--- src/rtl/adc_ctrl_if.sv ---
// adc_ctrl_if
//   Bundles the controller's start/result handshake and the three-wire ADC bus.
//   master : the controller side (drives adc_clk, adc_cs_n, dout, con_ok)
//   slave  : the environment side (drives adc_en and the ADC's serial adc_out)
//   Signals:
//     adc_en   start request
//     adc_out  serial data from the ADC, MSB first
//     adc_clk  serial clock to the ADC
//     adc_cs_n ADC chip select, active-low
//     dout     last converted byte
//     con_ok   one-cycle strobe, dout valid in the same cycle
interface adc_ctrl_if;
   logic       adc_en;
   logic       adc_out;
   logic       adc_clk;
   logic       adc_cs_n;
   logic [7:0] dout;
   logic       con_ok;

   modport master (
      input  adc_en,
      input  adc_out,
      output adc_clk,
      output adc_cs_n,
      output dout,
      output con_ok
   );

   modport slave (
      output adc_en,
      output adc_out,
      input  adc_clk,
      input  adc_cs_n,
      input  dout,
      input  con_ok
   );
endinterface

--- src/rtl/adc_ctrl.sv ---
// adc_ctrl
//   Serial read controller for an 8-bit TLC549-style ADC. A start request
//   lowers chip select, waits one serial-clock period of setup, then produces
//   eight adc_clk pulses and shifts adc_out in MSB first. The byte is presented
//   on dout with a one-cycle con_ok strobe, after which the controller stays
//   busy for CONV_WAIT cycles so the converter can finish its next conversion.
//   Ports:
//     s_clk  system clock, all logic on the rising edge
//     s_rst  synchronous active-high reset
//     bus    adc_ctrl_if.master (adc_en, adc_out in; adc_clk, adc_cs_n, dout, con_ok out)
//   Parameters:
//     CLK_DIV   system clocks per adc_clk period (4..1023)
//     CONV_WAIT busy cycles after each read
module adc_ctrl #(
   parameter int CLK_DIV   = 125,
   parameter int CONV_WAIT = 1000
) (
   input  logic        s_clk,
   input  logic        s_rst,
   adc_ctrl_if.master  bus
);

   localparam int DIV_W  = $clog2(CLK_DIV);
   localparam int WAIT_W = $clog2(CONV_WAIT + 1);

   localparam logic [DIV_W-1:0]  DIV_LAST  = DIV_W'(CLK_DIV - 1);
   localparam logic [DIV_W-1:0]  DIV_HALF  = DIV_W'(CLK_DIV / 2);
   localparam logic [WAIT_W-1:0] WAIT_LAST = WAIT_W'(CONV_WAIT - 1);

   typedef enum logic [1:0] {
      IDLE  = 2'd0,
      SETUP = 2'd1,
      SHIFT = 2'd2,
      WAIT  = 2'd3
   } state_t;

   state_t             state_reg,    state_next;
   logic [DIV_W-1:0]   div_cnt_reg,  div_cnt_next;
   logic [2:0]         bit_cnt_reg,  bit_cnt_next;
   logic [WAIT_W-1:0]  wait_cnt_reg, wait_cnt_next;
   logic [7:0]         shreg_reg,    shreg_next;
   logic [7:0]         dout_reg,     dout_next;
   logic               con_ok_reg,   con_ok_next;
   logic               cs_n_reg,     cs_n_next;
   logic               adc_clk_reg,  adc_clk_next;

   // Shift register moved left by one with the serial input entering at bit 0.
   logic [7:0]         shreg_shifted;

   assign shreg_shifted[0] = bus.adc_out;

   generate
      for (genvar gi = 1; gi < 8; gi++) begin : g_shift
         assign shreg_shifted[gi] = shreg_reg[gi-1];
      end
   endgenerate

   always_comb begin
      state_next    = state_reg;
      div_cnt_next  = div_cnt_reg;
      bit_cnt_next  = bit_cnt_reg;
      wait_cnt_next = wait_cnt_reg;
      shreg_next    = shreg_reg;
      dout_next     = dout_reg;
      con_ok_next   = 1'b0;
      adc_clk_next  = 1'b0;

      unique case (state_reg)
         IDLE: begin
            if (bus.adc_en) begin
               state_next   = SETUP;
               div_cnt_next = '0;
            end
         end

         SETUP: begin
            if (div_cnt_reg == DIV_LAST) begin
               state_next   = SHIFT;
               div_cnt_next = '0;
               bit_cnt_next = '0;
            end else begin
               div_cnt_next = div_cnt_reg + DIV_W'(1);
            end
         end

         SHIFT: begin
            // The data sample is taken on the edge just before adc_clk rises,
            // so the bit the ADC put out after the previous fall is settled.
            if (div_cnt_reg == DIV_HALF) begin
               shreg_next = shreg_shifted;
            end
            // Look-ahead: the registered clock is high in the cycles where
            // div_cnt is HALF+1 .. LAST, and never spills into the next bit.
            adc_clk_next = (div_cnt_reg >= DIV_HALF) && (div_cnt_reg != DIV_LAST);

            if (div_cnt_reg == DIV_LAST) begin
               div_cnt_next = '0;
               bit_cnt_next = bit_cnt_reg + 3'd1;
               if (bit_cnt_reg == 3'd7) begin
                  state_next    = WAIT;
                  wait_cnt_next = '0;
                  dout_next     = shreg_reg;
                  con_ok_next   = 1'b1;
               end
            end else begin
               div_cnt_next = div_cnt_reg + DIV_W'(1);
            end
         end

         WAIT: begin
            if (wait_cnt_reg == WAIT_LAST) begin
               state_next    = IDLE;
               wait_cnt_next = '0;
            end else begin
               wait_cnt_next = wait_cnt_reg + WAIT_W'(1);
            end
         end

         default: state_next = IDLE;
      endcase

      // Chip select follows the state being entered so it is registered.
      cs_n_next = !((state_next == SETUP) || (state_next == SHIFT));
   end

   always_ff @(posedge s_clk) begin
      if (s_rst) begin
         state_reg    <= IDLE;
         div_cnt_reg  <= '0;
         bit_cnt_reg  <= '0;
         wait_cnt_reg <= '0;
         shreg_reg    <= '0;
         dout_reg     <= '0;
         con_ok_reg   <= 1'b0;
         cs_n_reg     <= 1'b1;
         adc_clk_reg  <= 1'b0;
      end else begin
         state_reg    <= state_next;
         div_cnt_reg  <= div_cnt_next;
         bit_cnt_reg  <= bit_cnt_next;
         wait_cnt_reg <= wait_cnt_next;
         shreg_reg    <= shreg_next;
         dout_reg     <= dout_next;
         con_ok_reg   <= con_ok_next;
         cs_n_reg     <= cs_n_next;
         adc_clk_reg  <= adc_clk_next;
      end
   end

   assign bus.adc_clk  = adc_clk_reg;
   assign bus.adc_cs_n = cs_n_reg;
   assign bus.dout     = dout_reg;
   assign bus.con_ok   = con_ok_reg;

endmodule

--- src/flat_wrapper.sv ---
// flat-port wrapper written by rule: the top's interface ports become plain ports
module adc_ctrl_flat 
#(
   parameter int CLK_DIV   = 125,
   parameter int CONV_WAIT = 1000
)
  (s_clk, s_rst, bus_adc_en, bus_adc_out, bus_adc_clk, bus_adc_cs_n, bus_dout, bus_con_ok);
  adc_ctrl_if bus_i ();
  input  logic s_clk;
  input  logic s_rst;
  input wire logic [$bits(bus_i.adc_en)-1:0] bus_adc_en;
  input wire logic [$bits(bus_i.adc_out)-1:0] bus_adc_out;
  output wire logic [$bits(bus_i.adc_clk)-1:0] bus_adc_clk;
  output wire logic [$bits(bus_i.adc_cs_n)-1:0] bus_adc_cs_n;
  output wire logic [$bits(bus_i.dout)-1:0] bus_dout;
  output wire logic [$bits(bus_i.con_ok)-1:0] bus_con_ok;
  assign bus_i.adc_en = bus_adc_en;
  assign bus_i.adc_out = bus_adc_out;
  assign bus_adc_clk = bus_i.adc_clk;
  assign bus_adc_cs_n = bus_i.adc_cs_n;
  assign bus_dout = bus_i.dout;
  assign bus_con_ok = bus_i.con_ok;
  adc_ctrl #(.CLK_DIV(CLK_DIV), .CONV_WAIT(CONV_WAIT)) u_core (.s_clk(s_clk), .s_rst(s_rst), .bus(bus_i));
endmodule
--- config.mk ---
export PLATFORM = sky130hd
export DESIGN_NAME = adc_ctrl_flat
export DESIGN_NICKNAME = d
export VERILOG_FILES = /design/src/rtl/adc_ctrl_if.sv /design/src/rtl/adc_ctrl.sv /design/src/flat_wrapper.sv
export SDC_FILE = /design/constraint.sdc
export NUM_CORES = 1
export LEC_CHECK = 0
export ABC_CLOCK_PERIOD_IN_PS = 5000
export CAP_MARGIN = 20
export CORE_UTILIZATION = 40
export DETAILED_ROUTE_END_ITERATION = 10
export PLACE_DENSITY = 0.68
export RECOVER_POWER = 50
export SYNTH_ARGS = -nofsm -noshare
export SYNTH_HDL_FRONTEND = slang
export SYNTH_SLANG_ARGS = --single-unit
--- constraint.sdc ---
create_clock -name s_clk -period 5 [get_ports s_clk]
set_input_delay 1 -clock s_clk [delete_from_list [all_inputs] [get_ports s_clk]]
set_output_delay 1 -clock s_clk [all_outputs]
set_load 0.02 [all_outputs]
==> impl_metrics.env <==
export IMPL_setup_viol=0
export IMPL_clk_pin_slew_ns=0.09
export IMPL_min_period_ns=2.87
export IMPL_skew_ns=0.0110
export IMPL_io_pins=15
export IMPL_worstSkewPairLatency_ns=0.29
export IMPL_status="finished with violations"
export IMPL_drv_cap=1
export IMPL_leakage_nw=0.784
export IMPL_cts_hold_buffers=0
export IMPL_slew_limit_headroom_pct=-6.24
export IMPL_cts_buffer_depth=2
export IMPL_dieHeight_um=71.8
export IMPL_tightestPinTransition_ns=1.59
export IMPL_syn_avg_cell_area_sq_um=8.90
export IMPL_endpoint_kind="register"
export IMPL_die_width_um=71.8
export IMPL_cts_tree="done"
export IMPL_critPathLaunchType="input port"
export IMPL_wl_um=3580
export IMPL_grt_pass1_vias=1402
export IMPL_initial_utilization_pct=41.5
export IMPL_synth_top_area_share_pct=42.1
export IMPL_initialDrtViolationCount=94
export IMPL_synth_seq_cells=41
export IMPL_p_per_area_nw_per_um2=306
export IMPL_grt_max_degree=38
export IMPL_yosysTopAreaCell="dfxtp_1"
export IMPL_fmax_mhz=349
export IMPL_synth_most_common_cell="dfxtp_1"
export IMPL_core_area_sq_um=4690
export IMPL_synth_ff_type="dfxtp_1"
export IMPL_final_cells=288
export IMPL_wl_per_cell_um=12.4
export IMPL_vias_per_cell=5.44
export IMPL_diodes=0
export IMPL_synth_lib_cells_used_distinct=44
export IMPL_firstDrtPassIters=4
export IMPL_hold_path_class="register to register"
export IMPL_syn_num_nets=233
export IMPL_rsz0062_at_grt="no"
export IMPL_syn_inst=219
export IMPL_finalHoldViolCount=0
export IMPL_postCtsSetupBuffers=0
export IMPL_std_cell_rows=25
export IMPL_clock_sinks=41
export IMPL_combPwrFrac_pct=5.2
export IMPL_largest_register_ff_count=10
export IMPL_seq_area_frac_synth_pct=42.1
export IMPL_dp_cells=280
export IMPL_netSwitchingFraction_pct=21.2
export IMPL_ys_top_cells_by_count="41 x dfxtp_1, 29 x nor2_1, 27 x nand2_1"
export IMPL_critPathKind="input port to register"
export IMPL_setup_tns_ns=0
export IMPL_syn_area_sq_um=1950
export IMPL_power_frac_clock_pct=46.8
export IMPL_cts_buffers=5
export IMPL_io_buffers=14
export IMPL_grt_pass1_wl_um=6170
export IMPL_place_congestion=0.795
export IMPL_ir_drop_mv=0.148
export IMPL_async_reset_ff_share_pct=0
export IMPL_n_fill_cell=434
export IMPL_synth_area_top_cells="dfxtp_1 42%, ha_1 6.4%, nor2_1 5.6%, nand2_1 5.2%, a21oi_1 5.1%"
export IMPL_ys_warnings_count=0
export IMPL_worstPathArrival_ns=3.10
export IMPL_slew_viol_final=38
export IMPL_pwr_share_seq_pct=48.0
export IMPL_intPower_w=0.000543
export IMPL_post_cts_resize_count=0
export IMPL_finalNetCount=247
export IMPL_cts_root_buffer_cell="clkbuf_8"
export IMPL_layout_drive_gt1_share_pct=7.69
export IMPL_synth_edf_count=0
export IMPL_grt_usage_pct=15.2
export IMPL_failed_checks="capacitance limit, slew limit"
export IMPL_num_vias=1566
export IMPL_cts_max_level=2
export IMPL_grt_overflow_total=0
export IMPL_drc_errors=0
export IMPL_final_antenna_net_count=0
export IMPL_antenna_found_initial=0
export IMPL_post_route_period_util_pct=57.3
export IMPL_dieArea_sq_um=5150
export IMPL_hpwl_um=2450
export IMPL_required_ns=5.23
export IMPL_power_net_switching_w=0.000146
export IMPL_synthToLayoutAreaGrowth_pct=15.7
export IMPL_critical_path_max_fanout=37
-- final cells by class --
class / instances / area, sq um / share of cell area (%)
multi-input cells: 165 / 1070 / 47.3
flip-flops and latches: 41 / 821 / 36.4
well taps: 54 / 67.6 / 3.00
inverters: 5 / 18.8 / 0.832
clock buffers: 5 / 68.8 / 3.05
repair buffers: 15 / 144 / 6.38
clock inverters: 3 / 68.8 / 3.05
-- logic make-up after synthesis --
group	after synthesis	share of synthesized area, %
adder cells (fa/ha/maj)	10	6.42
flip-flops	41	42.1
AND/OR/NAND/NOR	94	24.8
buffers and inverters	13	3.15
AO/OA/AOI/OAI	44	15.3
XOR/XNOR	8	3.60
multiplexers	9	4.62
-- cell usage in the layout (no fill, tap or decap), types with 4 or more instances in the layout --
cell,count
nor2_1,29
a21oi_1,20
nand4_1,6
inv_1,5
clkbuf_8,5
o21ai_0,8
nor3_1,4
mux2i_1,9
and3_1,4
clkdlybuf4s50_1,13
nand2_1,27
ha_1,10
nand3_1,4
xor2_1,8
dfxtp_1,41
-- final timing paths --
kind                               startpoint                                   to  slack, ns  cells after the start
max                                     s_rst       u_core.bus.adc_cs_n$_SDFF_PP1_       2.13                      4
max reg2reg    u_core.state_reg[0]$_SDFF_PP0_  u_core.wait_cnt_reg[9]$_SDFFE_PP0P_       2.92                      7
min          u_core.shreg_reg[7]$_SDFFE_PP0P_      u_core.bus.dout[7]$_SDFFE_PP0P_       0.45                      2
min reg2reg  u_core.shreg_reg[7]$_SDFFE_PP0P_      u_core.bus.dout[7]$_SDFFE_PP0P_       0.45                      2
-- stage by stage --
stage	hold WS [ns]	setup slack, ns	area [sq um]	util (%)	power [W]
2_1_floorplan	0.431	3.05	1950	-	0.000364
6_report	0.455	2.13	2250	48.1	0.000690
4_1_cts	0.458	2.75	2260	48.1	0.000696
5_1_grt	0.481	1.96	2250	48.1	0.000716
3_5_place_dp	0.446	2.53	2120	45.2	0.000375
3_3_place_gp	0.446	2.56	2120	45.2	0.000375
-- layer usage --
metal / part of all wire (%) / track usage [%] / up-vias
met2: 45 / 23.8 / 26
met1: 50 / 19.7 / 737
li1: - / - / 797
met3: 3.5 / 4.64 / 6
met4: 1.4 / 5.66 / 0
met5: 0 / 0 / -
-- critical path: stages --
cell           delay (ns)
dlygate4sd3_1        0.52
clkbuf_1             1.15
and3b_1              0.30
a21oi_1              0.13
-- power groups by stage --
stage                     Combinational [W]  Clock [W]  Sequential, W
after CTS                         0.0000361   0.000329       0.000331
after floorplan                   0.0000249          0       0.000339
final                             0.0000360   0.000323       0.000331
after detailed placement          0.0000359          0       0.000339
after global routing              0.0000393   0.000345       0.000332
after global placement            0.0000361          0       0.000339
(Power assumes the default switching activity.)
